<file path="src/rtl/cpu_sequencer.sv">
// Five-step microcode sequencer (T0-T4) with HALT; drives the full datapath control word.
// Optional conditional jumps (JC/JZ) are enabled by defining COND_JUMP_EN.
module cpu_sequencer #(
    parameter int OPW = 4
) (
    input  logic           clk,
    input  logic           clr,
    input  logic           run,
    input  logic [OPW-1:0] opcode,
    input  logic           flag_c,
    input  logic           flag_z,
    output logic           pc_p_en,
    output logic           pc_t_en,
    output logic           pc_ld_n,
    output logic           pc_clr_n,
    output logic           pc_out,
    output logic           mar_in,
    output logic           ram_out,
    output logic           ram_in,
    output logic           ir_in,
    output logic           ir_out,
    output logic           a_in,
    output logic           a_out,
    output logic           b_in,
    output logic           alu_out,
    output logic           alu_sub,
    output logic           flags_in,
    output logic           out_in,
    output logic [2:0]     t_state,
    output logic           halted
);

    typedef enum logic {
        STEP,
        HALT
    } state_t;

    localparam logic [OPW-1:0] OP_LDA = OPW'(4'h1);
    localparam logic [OPW-1:0] OP_ADD = OPW'(4'h2);
    localparam logic [OPW-1:0] OP_SUB = OPW'(4'h3);
    localparam logic [OPW-1:0] OP_STA = OPW'(4'h4);
    localparam logic [OPW-1:0] OP_LDI = OPW'(4'h5);
    localparam logic [OPW-1:0] OP_JMP = OPW'(4'h6);
`ifdef COND_JUMP_EN
    localparam logic [OPW-1:0] OP_JC  = OPW'(4'h7);
    localparam logic [OPW-1:0] OP_JZ  = OPW'(4'h8);
`endif
    localparam logic [OPW-1:0] OP_OUT = OPW'(4'hE);
    localparam logic [OPW-1:0] OP_HLT = OPW'(4'hF);

    state_t     state;
    logic [2:0] step;

`ifndef COND_JUMP_EN
    logic unused_flags;
    assign unused_flags = flag_c ^ flag_z;
`endif

    // HALT is entered from T2 and keeps step at 2, so t_state reads 2 while halted.
    always_ff @(posedge clk) begin
        if (clr) begin
            state <= STEP;
            step  <= '0;
        end else if (run && state == STEP) begin
            if (step == 3'd2 && opcode == OP_HLT) begin
                state <= HALT;
            end else if (step == 3'd4) begin
                step <= '0;
            end else begin
                step <= step + 3'd1;
            end
        end
    end

    // clr gates the visible step and halt flag immediately, not just after the edge.
    assign t_state = clr ? 3'd0 : step;
    assign halted  = (state == HALT) && !clr;

    always_comb begin
        pc_p_en  = 1'b0;
        pc_t_en  = 1'b0;
        pc_ld_n  = 1'b1;
        pc_clr_n = 1'b1;
        pc_out   = 1'b0;
        mar_in   = 1'b0;
        ram_out  = 1'b0;
        ram_in   = 1'b0;
        ir_in    = 1'b0;
        ir_out   = 1'b0;
        a_in     = 1'b0;
        a_out    = 1'b0;
        b_in     = 1'b0;
        alu_out  = 1'b0;
        alu_sub  = 1'b0;
        flags_in = 1'b0;
        out_in   = 1'b0;
        if (clr) begin
            pc_clr_n = 1'b0;
        end else if (state == STEP && run) begin
            case (step)
                3'd0: begin
                    pc_out = 1'b1;
                    mar_in = 1'b1;
                end
                3'd1: begin
                    ram_out = 1'b1;
                    ir_in   = 1'b1;
                    pc_p_en = 1'b1;
                    pc_t_en = 1'b1;
                end
                3'd2: begin
                    case (opcode)
                        OP_LDA, OP_ADD, OP_SUB, OP_STA: begin
                            ir_out = 1'b1;
                            mar_in = 1'b1;
                        end
                        OP_LDI: begin
                            ir_out = 1'b1;
                            a_in   = 1'b1;
                        end
                        OP_JMP: begin
                            ir_out  = 1'b1;
                            pc_ld_n = 1'b0;
                        end
`ifdef COND_JUMP_EN
                        OP_JC: begin
                            if (flag_c) begin
                                ir_out  = 1'b1;
                                pc_ld_n = 1'b0;
                            end
                        end
                        OP_JZ: begin
                            if (flag_z) begin
                                ir_out  = 1'b1;
                                pc_ld_n = 1'b0;
                            end
                        end
`endif
                        OP_OUT: begin
                            a_out  = 1'b1;
                            out_in = 1'b1;
                        end
                        default: ;
                    endcase
                end
                3'd3: begin
                    case (opcode)
                        OP_LDA: begin
                            ram_out = 1'b1;
                            a_in    = 1'b1;
                        end
                        OP_ADD, OP_SUB: begin
                            ram_out = 1'b1;
                            b_in    = 1'b1;
                        end
                        OP_STA: begin
                            a_out  = 1'b1;
                            ram_in = 1'b1;
                        end
                        default: ;
                    endcase
                end
                3'd4: begin
                    if (opcode == OP_ADD || opcode == OP_SUB) begin
                        alu_out  = 1'b1;
                        a_in     = 1'b1;
                        flags_in = 1'b1;
                        alu_sub  = (opcode == OP_SUB);
                    end
                end
                default: ;
            endcase
        end
    end

endmodule

</file>
<file path="config.mk">
export PLATFORM = sky130hd
export DESIGN_NAME = cpu_sequencer
export DESIGN_NICKNAME = d
export VERILOG_FILES = /design/src/rtl/cpu_sequencer.sv
export SDC_FILE = /design/constraint.sdc
export NUM_CORES = 1
export LEC_CHECK = 0
export CORE_MARGIN = 2
export CORE_UTILIZATION = 41
export CTS_CLUSTER_DIAMETER = 100
export DETAILED_ROUTE_END_ITERATION = 7
export HOLD_SLACK_MARGIN = 0.1
export MAX_ROUTING_LAYER = met4
export PLACE_DENSITY = 0.82
export SYNTH_ARGS = -nofsm -noshare
export SYNTH_HDL_FRONTEND = slang
export SYNTH_SLANG_ARGS = --single-unit
</file>
<file path="constraint.sdc">
create_clock -name clk -period 4.05 [get_ports clk]
set_clock_uncertainty 0.05 [all_clocks]
set_input_delay 1.0125 -clock clk [delete_from_list [all_inputs] [get_ports clk]]
set_output_delay 1.0125 -clock clk [all_outputs]
set_load 0.01 [all_outputs]
</file>
## Word level (Yosys, flattened, before mapping)

Index checks and enable logic that the tools add are counted.
W data, S select, Z words.

- Add/sub/neg operators: 1
- $mul: 0
- Div/mod/pow operators: 0
- Magnitude comparators: 0
- Equal/unequal tests: 12
- Shifts and indexed selects: 0
- Muxes and demuxes: 53
- Bitwise gates (word level): 2
- Reduce and logical (&&, ||, !) cells: 12

Operators with widths:

| cell | count |
|---|---|
| $mux W1 | 47 |
| $eq A4 B3 Y1 const B | 3 |
| $eq A4 B2 Y1 const B | 2 |
| $eq A4 B4 Y1 const B | 2 |
| $eq A3 B2 Y1 const B | 2 |
| $mux W3 | 2 |
| $pmux W1 S2 | 3 |
| $reduce_or A6 Y1 | 1 |
| $eq A4 B1 Y1 const B | 1 |
| $reduce_and A2 Y1 | 2 |
| $reduce_or A4 Y1 | 1 |
| $add A3 B1 Y3 const B | 1 |
| $eq A3 B1 Y1 const B | 1 |
| $eq A3 B3 Y1 const B | 1 |
| $logic_and A1 B1 Y1 | 3 |
| $logic_not A3 Y1 | 1 |
| $pmux W1 S3 | 1 |
| $reduce_or A3 Y1 | 1 |
| $not A1 Y1 | 2 |
| $reduce_or A2 Y1 | 1 |
| $logic_not A1 Y1 | 1 |
| $logic_or A1 B1 Y1 | 1 |

- Register bits: 4
- Bits in latches: 0
- Memory bits (writable): 0
- Memory bits (read-only): 0
- Logic and storage cells: 82
- Memories: 0

## Depth between registers and ports, before layout

Gate-level depths: netlist (run 1).

- Depth after elaboration: 6
- Gate-level depth with buffers: 6
- Gate-level depth less buffers: 5

## Worst setup path before layout (run 1)

No wires, ideal clock.

- Path kind: input -> output
- Start point: in opcode[0]
- End point: out ir_out
- Data arrival time: 1.945 ns
- Path slack: 1.043 ns
- Stages on the path: 4
- Path buffers: 1
- Path through: clkbuf_1 > or3_1 > nand2_1 > nor4b_1

- Word-level cells in the longest chain between the ends: 6

Ends and longest elaborated chain:

| element | line | RTL |
|---|---|---|
| start, declared | 9 | `input logic [OPW-1:0] opcode,` |
| $eq A4 B2 Y1 (tied with other cells) | 112 | `case (opcode)` |
| $reduce_or A6 Y1 (no source line) (*) | n/a |  |
| $mux W1 (*) | 112 |  |
| $mux W1 (*) | 100 | `case (step)` |
| $mux W1 (*) | 99 | `end else if (state == STEP && run) begin` |
| $mux W1 (*) | 97 | `if (clr) begin` |
| end, declared | 21 | `output logic ir_out,` |

Mark *: on every way between the ends. The rest lies on a longest branch, timed or not.

## Worst setup path after layout (run 1)

- Start point: in clr
- End point: out a_in

- Word-level cells in the longest chain between the ends: 1

Ends and longest elaborated chain:

| element | line | RTL |
|---|---|---|
| start, declared | 7 | `input logic clr,` |
| $mux W1 | 97 |  |
| end, declared | 22 | `output logic a_in,` |

Every way passes these cells.

==> out/metrics.csv, run 1 <==
metric;value;unit
finalHoldViolCount;0;
worstPathMaxFanout;5;
dieArea;0.00174;mm2
busiest_layer;met2;
setup_slack;0.0762;ns
final_common_cell;clkdlybuf4s50_1;
yosys-top-cells-area;dfxtp_1, ha_1, and3_1;
fmax;252;MHz
required;2.99;ns
drv_cap;0;
max_slew_margin;76.7;%
crit_buf_inv;2;
rows;13;
firstDrtPassIters;4;
finalCoreUtilization;68.9;%
setup_viol;0;
layout_common_cells;clkdlybuf4s50_1, inv_1, nor2_1;
grt_overflow_total;0;
vdd_drop_max;0.214;mV
switching_share;31.8;%
synth.cell_area;583;um2
slew_violations;0;
cts.hold.buffers_added;0;
dp_slack;0.0578;ns
crit_path_max_incr_delay;0.60;ns
cts.reportedPaths.clkPinSlew;0.04;ns
final_cells;119;
gp_congestion;0.863;
grt_setup_unrepaired;no;
dp_hpwl;1240;um
power.leakage;0.000391;uW
synth_top_area_share;13.7;%
nNetsFinal;120;
synthCells;75;
status;finished clean;
area_delta_synth_final;55.8;%
power.total;156;uW
synthesis.nets;89;
wire_per_inst;13.0;um
finalSetupTns;0;ns
cts_tree;done;
grt_start_max_net_pins;13;
power.density;172;mW/mm2
cp-start-kind;input pin;
vias_per_cell;5.49;
critPathKind;input pin to output pin;
hold_class;register to register;
start_util;44.3;%
cts_made_buffers;3;
cp_data_arrival_time;2.91;ns
p_sw;49.7;uW
power_frac_seq;28.6;%
yosysWarnings;0;
path_common_cell;clkdlybuf4s50_1;
htreeDepth;1;
intPower;107;uW
grt_pass1_vias;674;
worst_path_dominant_cell_family;buffers and inverters;
cp-end-kind;output pin;
period_minus_slack;3.97;ns
globalRouteMet2Util;34.7;%
die_height;41.7;um
clockBufferDepth;2;
ys_seq_area_share;13.7;%
clockPowerShare;31.3;%
post-route-drc-count;0;
finalCritPeriodShare;98.1;%
syn_avg_cell_area;7.77;um2
die_x;41.7;um
coreArea;0.00132;mm2
cts_sinks;4;
cts_root_buffer;clkbuf_4;
combPwrFrac;40.1;%
synthDistinctLibCells;34;
final_antenna_net_count;0;
synth-seq-cells;4;
clk_latency;0.23;ns
reg2reg_slack;2.18;ns
use_met1;21.6;%
n_antenna_cell;0;
track_usage;19.3;%
crit_chain;clkdlybuf4s50_1, or3b_4, a2111oi_2, clkdlybuf4s50_1;
crit_path_top_delay_cell;clkdlybuf4s50_1;
synth_top_cell_by_area;dfxtp_1;
drtIter0Drc;22;
io_buffers;27;
grt_first_pass_wirelength;2640;um
drive_gt1_share;16.3;%
tightest_slew;0.348;ns
io_pins;30;
antenna_found_initial;0;
wl;1550;um
vias;653;
dp_cells;116;
use_met3;3.48;%
## worst min-delay path: stages, from the launching register on
cell and delay [ns]:
dfxtp_1 0.34, nand2_1 0.10, mux2i_1 0.07
## sequential cells by signal, indices dropped and copies added, names as in the netlist
register and flops:
step 3, state 1
## path summary, 6_finish.rpt
check	startpoint	end	depth (start not counted)
worst max-delay path	clr	a_in	4
worst min register to register	step[1]$_SDFFE_PP0P_	step[1]$_SDFFE_PP0P_	2
worst max register to register	step[0]$_SDFFE_PP0P_	step[0]$_SDFFE_PP0P_	5
worst min-delay path	step[1]$_SDFFE_PP0P_	step[1]$_SDFFE_PP0P_	2
## per-layer routing
layer / vias to the layer above / share of wire, %
met1: 296 / 45
met3: 0 / 5.6
met4: 0 / 0
met2: 26 / 50
met5: - / 0
li1: 331 / -
## logic make-up after synthesis
logic type	count (synthesis)	synth area share, %
AOI/OAI and AO/OA	10	17.6
adders and majority gates	5	10.7
buffers and inverters	15	12.0
DFF	4	13.7
muxes	3	5.58
and+or+nand+nor	38	40.3
## cells in the mapped netlist
| cell type | count |
|---|---|
| nor4_1 | 1 |
| nor4b_1 | 2 |
| nor3_1 | 2 |
| a211oi_1 | 1 |
| a41oi_1 | 2 |
| buf_4 | 3 |
| o211ai_1 | 2 |
| nand4_1 | 1 |
| and3b_1 | 1 |
| or3b_4 | 1 |
| nand3_1 | 3 |
| dfxtp_1 | 4 |
| or3_1 | 1 |
| a2111oi_2 | 1 |
| buf_2 | 2 |
| mux2_2 | 2 |
| and2_1 | 1 |
| o21ai_0 | 1 |
| nor2_1 | 7 |
| nand2_1 | 4 |
| or4_1 | 1 |
| o2111a_1 | 1 |
| and4b_4 | 1 |
| and4_1 | 1 |
| nor2b_1 | 4 |
| a311oi_4 | 1 |
| nor3b_2 | 1 |
| a21oi_1 | 1 |
| mux2i_1 | 1 |
| nor3b_1 | 1 |
| and3_1 | 5 |
| ha_1 | 5 |
| inv_1 | 8 |
| clkbuf_1 | 2 |
## area by class of cell
cell class,count,area [um2]
Sequential cell,4,80.1
Tap cell,15,18.8
Inverter,8,30.0
Timing Repair Buffer,33,318
Fill cell,106,409
Clock buffer,3,22.5
Multi-Input combinational cell,56,439
## through the flow
stage                     hold WS [ns]  cell area [um2]
after global routing             0.562              908
final                            0.526              908
after floorplan                  0.453              583
after global placement           0.491              877
after CTS                        0.524              900
after detailed placement         0.516              877
## power groups by stage
| stage | logic, uW | clock network [uW] | registers [uW] |
|---|---|---|---|
| floorplan | 35.1 | 0 | 44.3 |
| global placement | 60.2 | 0 | 45.3 |
| detailed placement | 62.3 | 0 | 45.4 |
| CTS | 62.1 | 50.7 | 44.8 |
| global route | 69.0 | 54.5 | 45.1 |
| finish | 62.7 | 48.9 | 44.7 |
## repair_timing
action                                  in CTS  in global routing
setup buffers                                0                  0
gates resized for setup                      0                  2
endpoints found under the setup margin       0                  1
Power figures use the tool's default switching activity.
==> run 2: changes to the inputs <==
--- a/constraint.sdc
+++ b/constraint.sdc
@@ -4,2 +4,2 @@
 set_output_delay 1.0125 -clock clk [all_outputs]
-set_load 0.01 [all_outputs]
+set_load 0.1 [all_outputs]
==> run 2 against run 1 <==
  * Power is 31% higher
  * Sequential share of layout area is 1.3 points lower
  * Worst hold slack worse by 0.022 ns
  * Final area is 18% higher
  * Clock-buffer cell count stayed put
  * Wire length is 13% higher
  * Critical path depth is 1 higher
  * Critical path type unchanged
  * Largest cell class unchanged
  * Highest routed layer is now met4
==> out/metrics.csv, run 2 (synthesis results as in run 1) <==
metric;value;unit;change
rows;13;;unchanged
grt_first_pass_wirelength;2840;um;+7.9%
wl;1750;um;+13%
nNetsFinal;116;;-3.3%
min_path_cells;2;;unchanged
dp_hpwl;1460;um;+17%
grt_start_max_net_pins;13;;unchanged
critPathKind;input pin to output pin;;
die_x;41.7;um;unchanged
cts.reportedPaths.clkPinSlew;0.04;ns;about the same
cts_sinks;4;;unchanged
largest_reg_flops;3;;unchanged
gp_congestion;0.805;;-6.8%
grt_overflow_total;0;;unchanged
reg2reg_slack;2.12;ns;-0.06 ns
vias;674;;+3.2%
ctsResizeCount;0;;unchanged
cp_data_arrival_time;2.82;ns;-0.09 ns
status;finished clean;;
hold_class;register to register;;
wire_per_inst;15.2;um;+17%
worstPathMaxFanout;8;;+3
slew_violations;0;;unchanged
grt_setup_unrepaired;no;;
regMostFlops;step;;
n_antenna_cell;0;;unchanged
finish.instance_area;0.00107;mm2;+18%
tightest_slew;0.476;ns;+0.127 ns
reg2regPathDepth;5;;unchanged
area_delta_synth_final;83.7;%;
layout_common_cells;buf_12, inv_1, nor2_1;;
finalHoldViolCount;0;;unchanged
final_cells;115;;-3.4%
setup_viol;0;;unchanged
die_height;41.7;um;unchanged
clk_latency;0.24;ns;about the same
crit_chain;clkdlybuf4s50_1, nor3b_2, nand3_1, or4_1, buf_12;;
crit_path_max_incr_delay;0.56;ns;-0.04 ns
io_pins;30;;unchanged
clockBufferDepth;2;;unchanged
antenna_found_initial;0;;unchanged
cp-end-kind;output pin;;
dieArea;0.00174;mm2;unchanged
firstDrtPassIters;4;;unchanged
power.leakage;0.000444;uW;+14%
io_buffers;27;;unchanged
fmax;258;MHz;+2.4%
dp_cells;112;;-3.4%
grt_pass1_vias;667;;-1.0%
top_regs;step (3), state (1);;
start_util;44.3;%;unchanged
cts.hold.buffers_added;0;;unchanged
htreeDepth;1;;unchanged
final_common_cell;buf_12;;
drive_gt1_share;37.0;%;+21 points
placed_area;0.00105;mm2;+20%
cts_setup_buffers;0;;unchanged
setup_slack;0.171;ns;+0.0943 ns
coreArea;0.00132;mm2;unchanged
drv_cap;0;;unchanged
track_usage;21.4;%;+2.1 points
finalSetupTns;0;ns;unchanged
drtIter0Drc;10;;-55%
cp-start-kind;input pin;;
cts_made_buffers;3;;unchanged
finalCritPeriodShare;95.8;%;-2.3 points
vdd_drop_max;0.176;mV;-18%
nFillCells;70;;-34%
required;2.99;ns;about the same
cts_tree;done;;
crit_path_top_delay_cell;clkdlybuf4s50_1;;
max_slew_margin;68.3;%;-8.4 points
period_minus_slack;3.88;ns;-0.0943 ns
power.density;192;mW/mm2;+12%
post-route-drc-count;0;;unchanged
dp_slack;0.184;ns;+0.126 ns
vias_per_cell;5.86;;+6.8%
cts_root_buffer;clkbuf_4;;
final_antenna_net_count;0;;unchanged
[run 2: cell types whose count changed in the layout (fill, tap and decap cells not counted), sizes merged]
cell	before	now
clkdlybuf4s50	26	6
buf	6	23
dlymetal6s2s	1	0
[run 2: final timing paths]
check                            start              endpoint
hold / removal    step[1]$_SDFFE_PP0P_  step[1]$_SDFFE_PP0P_
setup reg to reg  step[0]$_SDFFE_PP0P_  step[2]$_SDFFE_PP0P_
hold reg to reg   step[1]$_SDFFE_PP0P_  step[1]$_SDFFE_PP0P_
setup / recovery                   clr               pc_ld_n
[run 2: metrics by stage]
stage,total power (uW),utilization [%],hold WS [ns]
global route,215,81.3,0.535
finish,206,81.3,0.504
global placement,152,79.6,0.495
CTS,206,81.3,0.505
detailed placement,156,79.6,0.509
floorplan,119,-,0.453
[run 2: cell type report]
cell class / instances / area (um2) / share of cell area, %
clock buffers: 3 / 22.5 / 2.10
repair buffers: 29 / 445 / 41.6
inverters: 8 / 30.0 / 2.80
multi-input cells: 56 / 474 / 44.3
well taps: 15 / 18.8 / 1.75
flip-flops and latches: 4 / 80.1 / 7.48
[run 2: power by group]
part	internal [uW]	switching [uW]
clock	33.2	16.9
combinational	37.6	72.5
sequential	41.9	3.42
[run 2: metal layers]
layer,global-route usage (%),share of wire (%),vias to the layer above
met5,-,0,-
met4,8.39,2.1,0
met3,6.09,7.1,4
met2,37.8,52,32
met1,22.2,38,317
li1,-,-,321
[run 2: critical path, delay by kind of cell]
| family | cells | cell delay, ns |
|---|---|---|
| buffers and inverters | 2 | 0.76 |
| AND/OR/NAND/NOR | 3 | 1.04 |
==> run 3: changes to the inputs <==
Settings changed: CAP_MARGIN from default to 15.
==> results of run 3 <==
Same layout as run 2: the final DEF is identical, and so are final timing and power.
